[config.mk]
export PLATFORM = sky130hd
export DESIGN_NAME = seq_detect_fsm
export DESIGN_NICKNAME = d
export VERILOG_FILES = /design/src/rtl/seq_pkg.sv /design/src/rtl/seq_window.sv /design/src/rtl/seq_detect_fsm.sv
export SDC_FILE = /design/constraint.sdc
export NUM_CORES = 1
export LEC_CHECK = 0
export ABC_AREA = 1
export ABC_CLOCK_PERIOD_IN_PS = 1700
export CORE_AREA = 2 2 60 76
export DETAILED_ROUTE_END_ITERATION = 16
export DIE_AREA = 0 0 62 78
export PLACE_DENSITY_LB_ADDON = 0.15
export SYNTH_ARGS = -nofsm -noshare
export SYNTH_HDL_FRONTEND = slang
export SYNTH_SLANG_ARGS = --single-unit
[constraint.sdc]
create_clock -name clk -period 1.7 [get_ports clk]
set_clock_uncertainty 0.05 [all_clocks]
set_input_delay 0.17 -clock clk [delete_from_list [all_inputs] [get_ports clk]]
set_output_delay 0.17 -clock clk [all_outputs]
set_load 0.05 [all_outputs]
[src/rtl/seq_pkg.sv]
// seq_pkg
// Shared definitions for the serial pattern detector: the FSM state
// encodings and the enumerated state type built on them.
// No ports (package).
package seq_pkg;

  localparam logic [1:0] ST_IDLE   = 2'b00;
  localparam logic [1:0] ST_FILL   = 2'b01;
  localparam logic [1:0] ST_DETECT = 2'b10;

  typedef enum logic [1:0] {
    IDLE   = ST_IDLE,
    FILL   = ST_FILL,
    DETECT = ST_DETECT
  } state_t;

endpackage

[src/rtl/seq_window.sv]
// seq_window
// Serial shift window plus fill counter for the pattern detector.
// Ports:
//   clk   - clock, rising edge
//   rst   - synchronous active-high reset, clears window and fill count
//   clr   - synchronous clear, same effect as rst, wins over shift
//   shift - shift din into bit 0 this cycle
//   din   - serial data bit
//   win   - registered window, win[PAT_LEN-1] is the oldest bit
//   full  - lookahead flag: this shift completes (or keeps) a full window,
//           so the shifted window is a candidate for comparison
module seq_window
  import seq_pkg::*;
#(
  parameter int PAT_LEN = 4
) (
  input  logic               clk,
  input  logic               rst,
  input  logic               clr,
  input  logic               shift,
  input  logic               din,
  output logic [PAT_LEN-1:0] win,
  output logic               full
);

  localparam int FW = $clog2(PAT_LEN + 1);

  logic [FW-1:0] fill_cnt;

  // The fill count saturates at PAT_LEN so that a window kept in DETECT
  // stays "full" on every later shift.
  always_ff @(posedge clk) begin
    if (rst || clr) begin
      win      <= '0;
      fill_cnt <= '0;
    end else if (shift) begin
      win <= {win[PAT_LEN-2:0], din};
      if (fill_cnt != FW'(PAT_LEN)) begin
        fill_cnt <= fill_cnt + FW'(1);
      end
    end
  end

  // Asserted on the shift that brings the count to PAT_LEN and on every
  // shift after that, which is exactly when the new window must be checked.
  assign full = shift && (fill_cnt >= FW'(PAT_LEN - 1));

endmodule

[src/rtl/seq_detect_fsm.sv]
// seq_detect_fsm
// Serial pattern detector with loadable pattern, overlapping or
// non-overlapping match modes and a saturating match counter.
// Ports:
//   clk       - clock, rising edge
//   rst       - synchronous active-high reset, highest priority
//   en        - sample strobe, din consumed only when high
//   din       - serial data bit
//   load      - latch pat and restart detection (wins over en)
//   pat       - target pattern, pat[PAT_LEN-1] expected first
//   overlap   - 1: keep detecting after a match, 0: refill after a match
//   match     - registered one-cycle pulse per detected pattern
//   match_cnt - saturating match count since last load or reset
//   state     - registered FSM state (IDLE=00, FILL=01, DETECT=10)
module seq_detect_fsm #(
  parameter int PAT_LEN = 4,
  parameter int CNT_W   = 8
) (
  input  logic               clk,
  input  logic               rst,
  input  logic               en,
  input  logic               din,
  input  logic               load,
  input  logic [PAT_LEN-1:0] pat,
  input  logic               overlap,
  output logic               match,
  output logic [CNT_W-1:0]   match_cnt,
  output logic [1:0]         state
);

  import seq_pkg::*;

  state_t             state_q;
  logic               match_q;
  logic [CNT_W-1:0]   cnt_q;
  logic [PAT_LEN-1:0] pat_q;
  logic [PAT_LEN-1:0] win;
  logic               full;
  logic               shift;
  logic               clr;
  logic               hit;
  logic               unused_oldest;

  // A bit is consumed only while a pattern is armed; a load in the same
  // cycle drops the bit.
  assign shift = en && !load && (state_q == FILL || state_q == DETECT);

  // Compare against the window as it will look after this shift, so the
  // registered match pulse lands one cycle after the evaluated en.
  assign hit = ({win[PAT_LEN-2:0], din} == pat_q);

  // The oldest bit falls out of the shifted window and is never compared.
  assign unused_oldest = win[PAT_LEN-1];

  // Window restarts on load, and after a match in non-overlapping mode so
  // the next match needs PAT_LEN fresh bits.
  assign clr = load || (full && hit && !overlap);

  seq_window #(
    .PAT_LEN(PAT_LEN)
  ) u_window (
    .clk  (clk),
    .rst  (rst),
    .clr  (clr),
    .shift(shift),
    .din  (din),
    .win  (win),
    .full (full)
  );

  // Main FSM: reset beats load, load beats any sample. full already implies
  // a valid en in FILL/DETECT, so it marks every evaluated bit. The unused
  // encoding falls back to IDLE.
  always_ff @(posedge clk) begin
    if (rst) begin
      state_q <= IDLE;
      match_q <= 1'b0;
      cnt_q   <= '0;
      pat_q   <= '0;
    end else begin
      match_q <= 1'b0;
      if (load) begin
        pat_q   <= pat;
        cnt_q   <= '0;
        state_q <= FILL;
      end else begin
        case (state_q)
          IDLE: state_q <= IDLE;
          FILL, DETECT: begin
            if (full) begin
              if (hit) begin
                match_q <= 1'b1;
                if (cnt_q != '1) begin
                  cnt_q <= cnt_q + CNT_W'(1);
                end
                state_q <= overlap ? DETECT : FILL;
              end else begin
                state_q <= DETECT;
              end
            end
          end
          default: state_q <= IDLE;
        endcase
      end
    end
  end

  assign match     = match_q;
  assign match_cnt = cnt_q;
  assign state     = state_q;

endmodule

* Word-level counts from Yosys, hierarchy flattened
Cells that the tools add are included.
** Word-level totals
- Bits in registers :: 21
- Input port bits :: 10
- Output and inout port bits :: 11
- Logic and storage cells :: 40
** Operators by class
- Add/sub/neg operators :: 2
- Order comparisons :: 1
- Equal/unequal tests :: 6
- Mux-type cells :: 6
- Bitwise gates (word level) :: 2
- Reductions and logical operators :: 16
** Operator list (count)
- adder 8 x 1 -> 8 bit, second input constant :: 1
- inequality test 8 bit, second input constant :: 1
- inequality test 3 bit, second input constant :: 2
- logical AND 1 bit :: 5
- equality test 4 bit :: 1
- 2-to-1 mux 1 bit :: 4
- 2-to-1 mux 2 bit :: 2
- AND reduction 4 bit :: 1
- OR reduction 2 bit :: 2
- OR reduction 4 bit :: 1
- adder 3 x 1 -> 3 bit, second input constant :: 1
- >= comparator 3 x 2 -> 1 bit, second input constant :: 1
- logical OR 1 bit :: 3
- OR reduction 3 bit :: 1
- equality test 2 x 1 -> 1 bit, second input constant :: 1
- equality test 2 bit, second input constant :: 1
- logical NOT 1 bit :: 2
- inverter 1 bit :: 2
- AND reduction 2 bit :: 1

* Depth between registers and ports, before layout
- Depth in word-level cells :: 8
- Mapped depth :: 9

* By module
From an unflattened synthesis, not the netlist that was laid out.
** Second synthesis, totals
- Cell total of the unflattened synthesis :: 168
- Area, all modules :: 1173.6 sq um
** Modules (own cells, without submodules)
- seq_detect_fsm :: instances 1, cells each 121, area each 832.0 sq um, sequential area each 300.3 sq um
- seq_window :: instances 1, cells each 47, area each 341.6 sq um, sequential area each 140.1 sq um

* Least setup slack after synthesis
OpenSTA, ideal clock, no wires.
- Path kind :: flip-flop to flip-flop
- Start point :: register cnt_q[0], in the netlist match_cnt[0]
- End point :: register cnt_q[4], in the netlist match_cnt[4]
- Data arrival time :: 1622 ps
- Required time :: 1578 ps
- Slack :: -44 ps
- Cell stages (with the launch flop) :: 8
- Cell sequence :: dfxtp_1 > ha_1 > nand2_1 > nor2_2 > a21oi_4 > nand3_2 > nand2_1 > a21oi_1
** Between the ends
- Longest elaborated chain between the ends :: 2
- Elaborated cells on any way between the ends :: 3
** Ends and longest elaborated chain
- from (decl) :: line seq_detect_fsm.sv:35 : logic [CNT_W-1:0] cnt_q;
- from (signal assigned) :: line seq_detect_fsm.sv:94 : cnt_q <= cnt_q + CNT_W'(1);
- parallel branches: the longest is 2 deep, another holds adder 8 x 1 -> 8 bit
Several ways; the timed one is not identified.
A chain may end at the register's enable or synchronous reset.

* Final worst setup path
- Start point :: register match_q, in the netlist match
- End point :: output port match
** RTL lines
- from (decl) :: line seq_detect_fsm.sv:34 : logic match_q;
- from (signal assigned) :: line seq_detect_fsm.sv:77 : match_q <= 1'b0;
- from (signal assigned) :: line seq_detect_fsm.sv:81 : match_q <= 1'b0;
- from (signal assigned) :: line seq_detect_fsm.sv:92 : match_q <= 1'b1;
- to (decl) :: line seq_detect_fsm.sv:26 : output logic match,
No word-level cell between the ends.

==> out/results.ini <==
[global_route]
grt_pass1_wl_mm=4.17
grt_antenna_before_repair=0
grt_max_degree=13
grt_use_total_pct=11.1
grt_pass1_vias=979
grt_overflow_total=0

[placement]
port_buffers=20
placed_area_sq_um=1480
gp_congestion=0.766
hpwl_mm=2.04
dpl_worst_slack_ps=6.73

[cts]
clockBufferDepth=2
clk_pin_slew_ps=80
root_buffer=clkbuf_8
post_cts.resized_instances=0
cts_hold_buffers=0
clk_latency_ps=260
cts_tree=built
cts_made_buffers=3
htree_levels=1
post_cts_buffers=0
cts_sinks=21

[sta]
fin_hold_ws_ps=434
timing.final.ws_setup_ps=112
period_share_pct=93.4
final-setup-viol-count=0
worstMarginPinSlew_ps=497
finalHoldViolations=0
slew_violations=0
fmax_mhz=630
post-route-min-period_ps=1590
slew-limit-headroom_pct=66.8
rsz0062_at_grt=false

[route]
antenna_left=0
routed-via-count=1071
dr.pass1.iters=4
wirelength_mm=2.57
wl_per_cell_um=10.2
remaining_drc_errors=0
via_per_inst=4.27
drt_iter0_markers=58

[synth]
syn-num-nets=179
synthCells=165
ys_seq_elements=21
yosysTopAreaCellShare_pct=35.5
synth_area_sq_um=1180
yosysSeqAreaShare_pct=35.5
synth.area.top_cells=dfxtp_1, nand2_1, inv_1
avgSynthCellArea_sq_um=7.17
synth.distinct_cells=24
ys_warn_count=0
synth.largest_area_cell=dfxtp_1

[final_layout]
num_antenna_cells=0
drive_gt1_share_pct=22.1
syn_to_final_growth_pct=28.6
post-route-util_pct=37.4
fin_nets=210
stdcell_area_sq_um=1520

[critical_path]
cp.required_ps=1480
cpPeakStageDelay_ps=790
crit_type=reg2out
crit_fanout=1
end_kind=output pin
crit_buf_inv=1
path_delay_family=buffers and inverters
crit_chain=clkdlybuf4s50_1
worstSetupStartpointType=flip-flop
critical_path_arrival_ps=1370
r2r_start=u_window.fill_cnt[0]
reg2reg_depth=9
r2r_slack_ps=140
slowest_stage=clkdlybuf4s50_1
worst_r2r_endpoint=u_window.win[2]

[floorplan]
dieArea_sq_um=4840
num_io_pins=21
start_util_pct=29.1
rows=26
core_area_sq_um=4070
die_h_um=78
die_x_um=62

[worst_hold_path]
min_to=pat_q[0]
holdPathStages=3
hold_path_class=in2reg
min_from=pat[0]

[job]
max_cap_violations=0

[status]
outcome=finished clean

[power_and_ir_drop]
vdd_ir_drop_max_mv=0.322
comb_power_share_pct=12.9
power_frac_clock_pct=35.1
intPower_mw=0.719
p_leak_nw=0.632
p_seq_share_pct=52.0
total_power_mw=0.975
p_sw_share_pct=26.3
p_switching_mw=0.256
powerDensity_nw_per_um2=640

-- area by class of cell --
cell class / count / area (sq um)
multi-input combinational: 118 / 666
inverter: 26 / 97.6
fill: 427 / 2540
clock buffer: 3 / 41.3
clock inverter: 1 / 5.00
sequential: 21 / 423
timing repair buffer: 26 / 220
tap: 56 / 70.1
-- how the worst max path moves through the flow --
stage / from / endpoint / slack, ps / cells after the start
finish: match / match / 110 / 1
global route: u_window.fill_cnt[0] / u_window.win[2] / 30 / 9
CTS: match / match / 100 / 1
detailed placement: din / u_window.win[2] / 7 / 10
global placement: din / state[1] / -10 / 10
floorplan: state[0] / state[1] / 60 / 9
-- cell usage in the layout, fill, tap and decap left out, types with 2 or more instances in the layout --
| master | instances |
|---|---|
| a211oi_1 | 4 |
| a21oi_1 | 14 |
| a21oi_2 | 2 |
| buf_4 | 16 |
| clkbuf_8 | 3 |
| clkdlybuf4s50_1 | 10 |
| dfxtp_1 | 19 |
| dfxtp_2 | 2 |
| ha_1 | 4 |
| inv_1 | 21 |
| inv_2 | 4 |
| nand2_1 | 43 |
| nand2_2 | 2 |
| nand2_4 | 3 |
| nand3_1 | 12 |
| nand3_2 | 2 |
| nor2_1 | 14 |
| nor2_2 | 4 |
| o21ai_0 | 2 |
| xor2_1 | 5 |
-- registers in the layout (all words and copies together), names as in the netlist --
| register | count |
|---|---|
| state | 2 |
| match_cnt | 8 |
| u_window.win | 3 |
| u_window.fill_cnt | 3 |
| pat_q | 4 |
| match | 1 |
-- cell usage after synthesis --
| cell | instances |
|---|---|
| nand3_2 | 2 |
| nor2_1 | 14 |
| a211oi_1 | 4 |
| or2_2 | 1 |
| dfxtp_1 | 21 |
| o21ai_0 | 2 |
| nand3_4 | 1 |
| nand3b_1 | 1 |
| xor2_1 | 5 |
| nand3_1 | 12 |
| nand2_2 | 2 |
| nor2_2 | 4 |
| a21oi_1 | 14 |
| ha_1 | 4 |
| nor3_1 | 1 |
| a21oi_2 | 2 |
| nor2_8 | 1 |
| clkinv_1 | 1 |
| nand2_1 | 43 |
| inv_2 | 4 |
| inv_1 | 21 |
| nand2_4 | 3 |
| a21oi_4 | 1 |
| or2_1 | 1 |
-- layer usage --
layer	track usage [%]	wire, um
met5	0	0
met4	3.83	28
met3	2.17	70
met2	18.2	1260
met1	14.1	1210
-- per-stage QoR --
step	std cells	TNS (ps)
finish	251	0
global route	251	0
CTS	251	0
detailed placement	247	0
global placement	247	-27.4
floorplan	165	0
-- logic make-up after synthesis --
logic type                 after synthesis  share of synthesized area [%]
AOI/OAI and AO/OA                       23                           12.2
xor gates and xnor gates                 5                           3.70
adders and majority gates                4                           4.23
buffers and inverters                   26                           8.24
DFF                                     21                           35.5
and+or+nand+nor                         86                           36.2
-- power by group through the flow --
stage	clock network [mW]	registers [mW]	logic (mW)
after global placement	0	0.519	0.126
after CTS	0.356	0.507	0.128
final	0.342	0.507	0.126
after global routing	0.374	0.509	0.137
after floorplan	0	0.523	0.0687
after detailed placement	0	0.519	0.127
No activity file was read; power rests on OpenSTA's default activity.
